`config.mk`:
```
export PLATFORM = sky130hd
export DESIGN_NAME = nexys_starship_hazard_gen
export DESIGN_NICKNAME = d
export VERILOG_FILES = /design/src/rtl/nexys_starship_pkg.sv /design/src/rtl/nexys_starship_lfsr.sv /design/src/rtl/nexys_starship_hazard_gen.sv
export SDC_FILE = /design/constraint.sdc
export NUM_CORES = 1
export LEC_CHECK = 0
export ABC_CLOCK_PERIOD_IN_PS = 2100
export BUFFER_PORTS_ARGS = -buffer_cell sky130_fd_sc_hd__clkbuf_2
export CORE_MARGIN = 8
export CORE_UTILIZATION = 40
export DETAILED_ROUTE_END_ITERATION = 7
export PLACE_DENSITY = 0.61
export SLEW_MARGIN = 20
export SYNTH_ARGS = -nofsm -noshare
export SYNTH_HDL_FRONTEND = slang
export SYNTH_HIERARCHICAL = 1
export SYNTH_SLANG_ARGS = --single-unit
```
`constraint.sdc`:
```
create_clock -name timer_clk -period 2.1 [get_ports timer_clk]
set_input_delay 0.42 -clock timer_clk [delete_from_list [all_inputs] [get_ports timer_clk]]
set_output_delay 0.42 -clock timer_clk [all_outputs]
set_load 0.005 [all_outputs]
```
`src/rtl/nexys_starship_pkg.sv`:
```
// Shared definitions for the Nexys Starship game blocks: one-hot hazard
// states, the LFSR feedback mask and the repair-code zero substitute.
package nexys_starship_pkg;

  localparam logic [3:0] ST_IDLE  = 4'b0001;
  localparam logic [3:0] ST_GRACE = 4'b0010;
  localparam logic [3:0] ST_COUNT = 4'b0100;
  localparam logic [3:0] ST_FIRE  = 4'b1000;

  localparam logic [15:0] LFSR_MASK    = 16'hB400;
  localparam logic [3:0]  HEX_ZERO_SUB = 4'hF;

  // A repair code of zero is not a usable code downstream.
  function automatic logic [3:0] fix_hex(input logic [3:0] h);
    return (h == 4'h0) ? HEX_ZERO_SUB : h;
  endfunction

endpackage

```
`src/rtl/nexys_starship_lfsr.sv`:
```
// Free-running right-shifting Galois LFSR; a zero seed is forced to 1 so the
// register can never lock up.
module nexys_starship_lfsr
  import nexys_starship_pkg::*;
#(
  parameter int                 DATA_W = 16,
  parameter logic [DATA_W-1:0]  MASK   = LFSR_MASK,
  parameter logic [DATA_W-1:0]  SEED   = 16'hACE1
) (
  input  logic              timer_clk,
  input  logic              Reset,
  input  logic              en,
  output logic [DATA_W-1:0] lfsr
);

  localparam logic [DATA_W-1:0] SEED_NZ =
    (SEED == '0) ? {{(DATA_W-1){1'b0}}, 1'b1} : SEED;

  always_ff @(posedge timer_clk or posedge Reset) begin
    if (Reset)
      lfsr <= SEED_NZ;
    else if (en)
      lfsr <= (lfsr >> 1) ^ (lfsr[0] ? MASK : '0);
  end

endmodule

```
`src/rtl/nexys_starship_hazard_gen.sv`:
```
// Hazard generator: picks when and which repair station breaks, and its code.
// Optional difficulty ramp enabled by defining HAZARD_RAMP_EN.
module nexys_starship_hazard_gen
  import nexys_starship_pkg::*;
#(
  parameter int         NUM_ST      = 4,
  parameter logic [15:0] SEED       = 16'hACE1,
  parameter logic [7:0] GRACE_TICKS = 8'd16,
  parameter logic [7:0] MIN_GAP     = 8'd4,
  parameter logic [7:0] RAMP_TICKS  = 8'd32
) (
  input  logic                  timer_clk,
  input  logic                  Reset,
  input  logic                  play_flag,
  input  logic                  gameover_ctrl,
  input  logic [NUM_ST-1:0]     st_broken,
  output logic [NUM_ST-1:0]     brk_req,
  output logic [4*NUM_ST-1:0]   brk_hex,
  output logic [2:0]            level,
  output logic                  q_Idle,
  output logic                  q_Grace,
  output logic                  q_Count,
  output logic                  q_Fire
);

  localparam logic [7:0] GRACE_LAST = GRACE_TICKS - 8'd1;
  localparam logic [1:0] ST_MASK    = 2'(NUM_ST - 1);

  logic [3:0]        state;
  logic [NUM_ST-1:0] sync1, sb;
  logic [7:0]        grace_cnt, gap_cnt;
  logic [15:0]       lfsr_q;
  logic              abort;
  logic [3:0]        free4;
  logic [1:0]        start, fire_idx;
  logic              found;
  logic [NUM_ST-1:0] fire_vec;
  logic              unused_lfsr_bits;

  assign unused_lfsr_bits = ^lfsr_q[11:10];

  nexys_starship_lfsr #(.DATA_W(16), .MASK(LFSR_MASK), .SEED(SEED)) u_lfsr (
    .timer_clk (timer_clk),
    .Reset     (Reset),
    .en        (1'b1),
    .lfsr      (lfsr_q)
  );

  // Gap sum is 9 bits wide and saturates to the 8-bit counter range.
  function automatic logic [7:0] calc_gap(input logic [7:0] rnd, input logic [2:0] lvl);
    logic [8:0] sum;
    sum = {1'b0, MIN_GAP} + {1'b0, rnd & (8'hFF >> lvl)};
    return sum[8] ? 8'hFF : sum[7:0];
  endfunction

  assign abort = (state != ST_IDLE) && (gameover_ctrl || !play_flag);

  // Rotating scan: lowest offset from the random start wins.
  always_comb begin
    free4 = '0;
    free4[NUM_ST-1:0] = ~brk_req & ~sb;
    start    = lfsr_q[9:8] & ST_MASK;
    found    = 1'b0;
    fire_idx = '0;
    for (int k = NUM_ST - 1; k >= 0; k--) begin
      if (free4[(start + 2'(k)) & ST_MASK]) begin
        found    = 1'b1;
        fire_idx = (start + 2'(k)) & ST_MASK;
      end
    end
    fire_vec = '0;
    for (int i = 0; i < NUM_ST; i++)
      if (found && (fire_idx == 2'(i)))
        fire_vec[i] = 1'b1;
  end

  always_ff @(posedge timer_clk or posedge Reset) begin
    if (Reset) begin
      state     <= ST_IDLE;
      brk_req   <= '0;
      brk_hex   <= '0;
      grace_cnt <= '0;
      gap_cnt   <= '0;
      sync1     <= '0;
      sb        <= '0;
    end else begin
      sync1 <= st_broken;
      sb    <= sync1;
      if (abort) begin
        state     <= ST_IDLE;
        brk_req   <= '0;
        grace_cnt <= '0;
        gap_cnt   <= '0;
      end else begin
        brk_req <= brk_req & ~sb;
        case (state)
          ST_IDLE: begin
            brk_req   <= '0;
            grace_cnt <= '0;
            gap_cnt   <= '0;
            if (play_flag && !gameover_ctrl)
              state <= ST_GRACE;
          end
          ST_GRACE: begin
            if (grace_cnt == GRACE_LAST) begin
              state   <= ST_COUNT;
              gap_cnt <= calc_gap(lfsr_q[7:0], level);
            end else begin
              grace_cnt <= grace_cnt + 8'd1;
            end
          end
          ST_COUNT: begin
            if (gap_cnt == 8'd0)
              state <= ST_FIRE;
            else
              gap_cnt <= gap_cnt - 8'd1;
          end
          ST_FIRE: begin
            if (found) begin
              brk_req <= (brk_req & ~sb) | fire_vec;
              for (int i = 0; i < NUM_ST; i++)
                if (fire_vec[i])
                  brk_hex[4*i +: 4] <= fix_hex(lfsr_q[15:12]);
              state   <= ST_COUNT;
              gap_cnt <= calc_gap(lfsr_q[7:0], level);
            end
          end
          default: state <= ST_IDLE;
        endcase
      end
    end
  end

`ifdef HAZARD_RAMP_EN
  localparam logic [7:0] RAMP_LAST = RAMP_TICKS - 8'd1;
  logic [7:0] ramp_cnt;

  always_ff @(posedge timer_clk or posedge Reset) begin
    if (Reset) begin
      ramp_cnt <= '0;
      level    <= '0;
    end else if (abort || (state == ST_IDLE)) begin
      ramp_cnt <= '0;
      level    <= '0;
    end else if ((state == ST_COUNT) || (state == ST_FIRE)) begin
      if (ramp_cnt == RAMP_LAST) begin
        ramp_cnt <= '0;
        if (level != 3'd7)
          level <= level + 3'd1;
      end else begin
        ramp_cnt <= ramp_cnt + 8'd1;
      end
    end
  end
`else
  logic [7:0] unused_ramp_ticks;
  assign unused_ramp_ticks = RAMP_TICKS;
  assign level = 3'd0;
`endif

  assign q_Idle  = state[0];
  assign q_Grace = state[1];
  assign q_Count = state[2];
  assign q_Fire  = state[3];

endmodule

```
# Word-level counts from Yosys, hierarchy flattened
# Cells that the tools add are included.
[classes]
n_addsub = 6
order_cmp = 4
n_eq_ne = 15
muxes = 40
n_bitwise = 7
reduce_logical = 21
[ops]
columns = ["operator", "count"]
rows = [
  ["2-to-1 mux 8 bit", 7],
  ["2-to-1 mux 4 bit", 8],
  ["one-hot mux 8 bit (4 select lines)", 1],
  ["AND reduction 4 bit", 6],
  ["inequality test 3 bit, second input constant", 6],
  ["2-to-1 mux 16 bit", 1],
  ["one-hot mux 4 bit (4 select lines)", 1],
  ["one-hot mux 8 bit (2 select lines)", 1],
  ["bitwise XOR 15 x 16 -> 16 bit", 1],
  ["< comparator 2 x 3 -> 1 bit, second input constant", 4],
  ["2-to-1 mux 1 bit", 12],
  ["adder 3 x 8 -> 9 bit, first input constant", 1],
  ["adder 8 x 1 -> 8 bit, second input constant", 1],
  ["AND 4 bit", 2],
  ["binary-select mux 1 bit (select 2 bit)", 4],
  ["equality test 8 x 4 -> 1 bit, second input constant", 1],
  ["logical NOT 8 bit", 1],
  ["2-to-1 mux 2 bit", 4],
  ["NOT 4 bit", 2],
  ["one-hot mux 4 bit (2 select lines)", 1],
  ["subtractor 8 x 1 -> 8 bit, second input constant", 1],
  ["logical AND 1 bit", 6],
  ["nonzero test 5 bit", 1],
  ["adder 2 bit, second input constant", 2],
  ["16 further kinds", 18],
]
[word_totals]
regBits = 64
inputBits = 8
out_inout_bits = 27
wordCells = 104

# Logic depth before layout (Yosys ltp)
[depth]
depth_word = 15
depth_mapped = 9
ltp_nobuf = 7

# Modules after synthesis
# Netlist, hierarchy kept.
[by_module_without_submodules]
columns = ["mod", "n_inst", "cells_per_inst", "area_per_inst_um2", "seq_area_each_um2"]
rows = [
  ["nexys_starship_hazard_gen", 1, 250, 2503.7, 1202.4],
  ["nexys_starship_lfsr", 1, 41, 659.4, 410.4],
]

# Worst setup path after synthesis
# No wires, ideal clock.
[synth_path]
kind = "reg-to-reg"
start = "reg state[0]"
end = "reg brk_hex[12]"
setup_time_ns = 0.125
t_arrival_ns = 1.971
required_time_ns = 1.975
path_slack_ns = 0.005
path_stages_with_launch = 6
n_path_buf = 0
period_less_slack_ns = 2.095
path_cell_list = "dfstp_2 > nor4b_1 > nor2_1 > nor3_1 > nor2b_1 > mux2_2"
[synth_between]
elab_chain_cells = 4
elab_cells_between_ends = 5
classes_between = "eq/ne: 2; bitwise: 1; reduce/logical: 2"
[synth_lines]
columns = ["element", "line_no", "text"]
rows = [
  ["from (decl)", "nexys_starship_hazard_gen.sv:29", "logic [3:0] state;"],
  ["from (signal assigned)", "nexys_starship_hazard_gen.sv:79", "state <= ST_IDLE;"],
  ["from (signal assigned)", "nexys_starship_hazard_gen.sv:90", "state <= ST_IDLE;"],
  ["from (signal assigned)", "nexys_starship_hazard_gen.sv:102", "state <= ST_GRACE;"],
  ["inequality test 4 x 1 -> 1 bit", "nexys_starship_hazard_gen.sv:56", "assign abort = (state != ST_IDLE) && (gameover_ctrl || !play_flag);"],
  ["logical AND 1 bit", "nexys_starship_hazard_gen.sv:56", ""],
  ["NOT 1 bit (no line)", "-", ""],
  ["AND reduction 4 bit (no line) (*)", "-", ""],
  ["to (signal, indexed assignment)", "nexys_starship_hazard_gen.sv:123", "brk_hex[4*i +: 4] <= fix_hex(lfsr_q[15:12]);"],
  ["to (decl)", "nexys_starship_hazard_gen.sv:18", "output logic [4*NUM_ST-1:0] brk_hex,"],
]
# Every way passes the cells marked *; elsewhere a longest branch is shown, timed or not.
# A chain may end at the register's enable or synchronous reset.

# Worst setup path after layout
[layout_path]
start = "reg state[0]"
end = "reg gap_cnt[0]"
[layout_between]
elab_chain_cells = 4
elab_cells_between_ends = 13
classes_between = "eq/ne: 8; mux: 2; reduce/logical: 3"
[layout_lines]
columns = ["element", "line_no", "text"]
rows = [
  ["inequality test 4 x 1 -> 1 bit", "nexys_starship_hazard_gen.sv:56", ""],
  ["logical AND 1 bit", "nexys_starship_hazard_gen.sv:56", ""],
  ["inequality test 3 bit (no line) or nonzero test 5 bit (tied branches)", "-", ""],
  ["AND reduction 4 bit (no line)", "-", ""],
  ["to (signal assigned)", "nexys_starship_hazard_gen.sv:107", "gap_cnt <= calc_gap(lfsr_q[7:0], level);"],
  ["to (signal assigned)", "nexys_starship_hazard_gen.sv:116", "gap_cnt <= gap_cnt - 8'd1;"],
  ["to (signal assigned)", "nexys_starship_hazard_gen.sv:125", "gap_cnt <= calc_gap(lfsr_q[7:0], level);"],
  ["to (decl)", "nexys_starship_hazard_gen.sv:31", "logic [7:0] grace_cnt, gap_cnt;"],
]
# Parallel ways exist; a longest one is shown, timed or not.

==> reports/metrics.yaml <==
status:
  outcome: "complete, no violations"
floorplan:
  die_y_microns: 105
  io_pins: 35
  fp.dieW_microns: 105
  core_area_sq_mm: 0.00769
  rows: 32
  dieArea_sq_mm: 0.0110
  start_util_pct: 41.1
synth:
  avgSynthCellArea_sq_um: 10.9
  postSynthCellCount: 291
  ys.flop_type: "dfrtp_1"
  yosys.cell_types.count: 53
  async_reset_ff_share_pct: 100
  synth_area_sq_mm: 0.00316
  synthTopCellsByArea: "dfrtp_1, mux2_2, dfstp_2"
  synth-simple-area-share_pct: 16.8
  synth_adder_area_share_pct: 1.58
  yosys-mux-area-fraction_pct: 10.8
  synth_top_area_cell: "dfrtp_1"
  ys_seq_area_share_pct: 51.0
  synth-compound-area-share_pct: 14.9
  ys_warn_count: 6
  synth_edf_count: 0
  synth-xor-area-share_pct: 1.38
  synth.top_cell.area_share_pct: 43.5
  synth_seq_cells: 64
  synth_top_family_by_area: "simple AND/OR/NAND/NOR gates"
cts:
  numCtsBuffers: 9
  hold_buffers: 0
  cts_max_level: 3
  path_clk_slew_ns: 0.07
  cts-root-buf: "clkbuf_8"
  clkSinkCount: 64
  cts_tree: "built"
  clockBufferDepth: 2
  clk_latency_ns: 0.34
sta:
  skew_ns: 0.00869
  tightestPinTransition_ns: 0.654
  fin_ws_ns: 0.0143
  hold_viol: 0
  hold_ws_ns: 0.138
  fin_crit_ns: 2.09
  max_slew_margin_pct: 56.4
  rsz0062_at_grt: "yes"
  final.setup.tns_ns: 0
  setup_violations: 0
  drv_slew: 0
  min_period_over_period_pct: 99.3
  fmax_mhz: 479
pwr:
  pwr-share-clk_pct: 24.5
  switching_share_pct: 34.7
  leakage_uw: 0.00181
  p_int_uw: 2800
  power.switching_uw: 1490
  p_per_area_mw_per_mm2: 1090
  vdd_drop_max_uv: 828
  p_comb_share_pct: 33.9
  p_seq_share_pct: 41.6
cells_and_area:
  fin_util_pct: 51.2
  final_common_cell: "dfrtp_1"
  fin_nets: 375
  multi_input_comb_area_sq_mm: 0.00152
  area_growth_pct: 24.3
  final_cell_mix: "dfrtp_1, buf_4, clkbuf_2, nor2_1, mux2_2"
  final_layout_size_suffix_gt1_share_pct: 41.0
  n_fill_cell: 726
  diodes: 0
  regArea_sq_mm: 0.00162
critical_path:
  cp.required_ns: 2.37
  r2r_setup_slack_ns: 0.01
  worstReg2RegEnd: "gap_cnt[0]"
  cp-start-kind: "flop"
  r2r-start: "state[0]"
  criticalPathCategory: "flop to flop"
  r2r_cells: 7
  crit_start: "state[0]"
  crit_path_end_kind: "flop"
  cp_max_fo: 16
  arrival_ns: 2.35
grt:
  grt_pass1_wl_microns: 11700
  grt_max_degree: 29
  grt_overflow: 0
  grt_pass1_vias: 2513
  grt_util_all_layers_pct: 13.0
  antenna_found_initial: 0
placed_design:
  port_buffers: 31
  pre_cts_slack_ns: -0.252
  dp_hpwl_microns: 5010
  gp_routability_congestion: 0.798
drt:
  vias_per_cell: 5.26
  first_pass_iters: 4
  wl_microns: 6960
  ant_nets: 0
  drc_errors: 0
  wl_per_cell_microns: 14.8
  drtIter0Drc: 143
  num_vias: 2470
flow_run:
  drv_cap: 0
worst_hold_path:
  hp-class: "primary input to async pin"
-- cells by family (layout without fill, tap and decap cells) --
kind of cell | count (synthesis) | in the layout
simple gates | 94 | 94
compound gates | 77 | 77
flops | 64 | 64
mux | 29 | 29
buf+inv | 16 | 91
xor+xnor | 5 | 5
fa+ha+maj | 4 | 4
other cells | 2 | 4
-- power by group through the flow --
| stage | clock network (uW) | registers [uW] | logic [uW] |
|---|---|---|---|
| after detailed placement | 0 | 1790 | 1340 |
| after global placement | 0 | 1780 | 1310 |
| final | 1050 | 1780 | 1450 |
| after global routing | 1150 | 1820 | 1600 |
| after CTS | 1080 | 1780 | 1400 |
| after floorplan | 0 | 1730 | 919 |
-- state kept, by name (all words and copies together) (netlist names) --
name	count
brk_hex	16
brk_req	4
gap_cnt	8
grace_cnt	8
sb	4
state	4
sync1	4
u_lfsr/lfsr	16
-- synth_stat cells (3+ instances only) --
cell      count
inv_1         7
ha_1          4
nand3_1       9
buf_4         3
o21ai_1       8
a31oi_1       7
o21bai_1      4
o21ai_0      21
and3_1        6
nor2_1       27
nand2_1      12
nand3b_1      4
o31ai_1       3
nor4b_1       4
o22ai_1       5
mux2_4        4
or2_2         4
nor3_1        6
mux2_2       25
dfrtp_1      55
xnor2_1       4
dfstp_2       9
a21oi_1      19
nor2b_1       4
-- per-layer routing --
layer / global-route usage [%] / part of all wire, % / up-vias
li1: - / - / 1192
met1: 16.0 / 47 / 1225
met2: 19.8 / 46 / 46
met3: 5.53 / 5.4 / 7
met4: 4.99 / 1.6 / 0
met5: 0 / 0 / -
-- what timing repair did --
item	CTS	global route
endpoints found under the setup margin	27	25
gates cloned	0	0
gates resized for setup	8	10
buffers inserted	2	2
pin swaps	1	2
-- worst max-delay path: stages, from the launching register on --
cell and delay, ns:
dfstp_2 0.63, nor4b_1 0.10, a21boi_2 0.18, or4_4 0.55, o211ai_4 0.22, buf_12 0.17
nor2_2 0.05, a21oi_2 0.11
-- worst max path at each step --
stage             endpoint  cells past startpoint
2_1_floorplan  brk_hex[12]                      5
3_3_place_gp   brk_hex[12]                      6
3_5_place_dp    gap_cnt[6]                      7
4_1_cts         gap_cnt[6]                      7
5_1_grt         gap_cnt[7]                      7
6_report        gap_cnt[0]                      7
-- area by class of cell --
class | instances | share of cell area (%)
inverter | 7 | 0.668
clock inverter | 7 | 1.85
multi-input combinational | 213 | 38.7
sequential | 64 | 41.1
timing repair buffer | 68 | 11.3
clock buffer | 9 | 3.15
tap | 102 | 3.25
-- per-stage QoR --
step / instance area, sq um / cells / total power (uW)
3_5_place_dp: 3630 / 450 / 3130
5_1_grt: 3930 / 470 / 4570
4_1_cts: 3890 / 468 / 4260
6_report: 3930 / 470 / 4290
3_3_place_gp: 3630 / 450 / 3090
2_1_floorplan: 3170 / 293 / 2650
No activity file was read; power rests on OpenSTA's default activity.
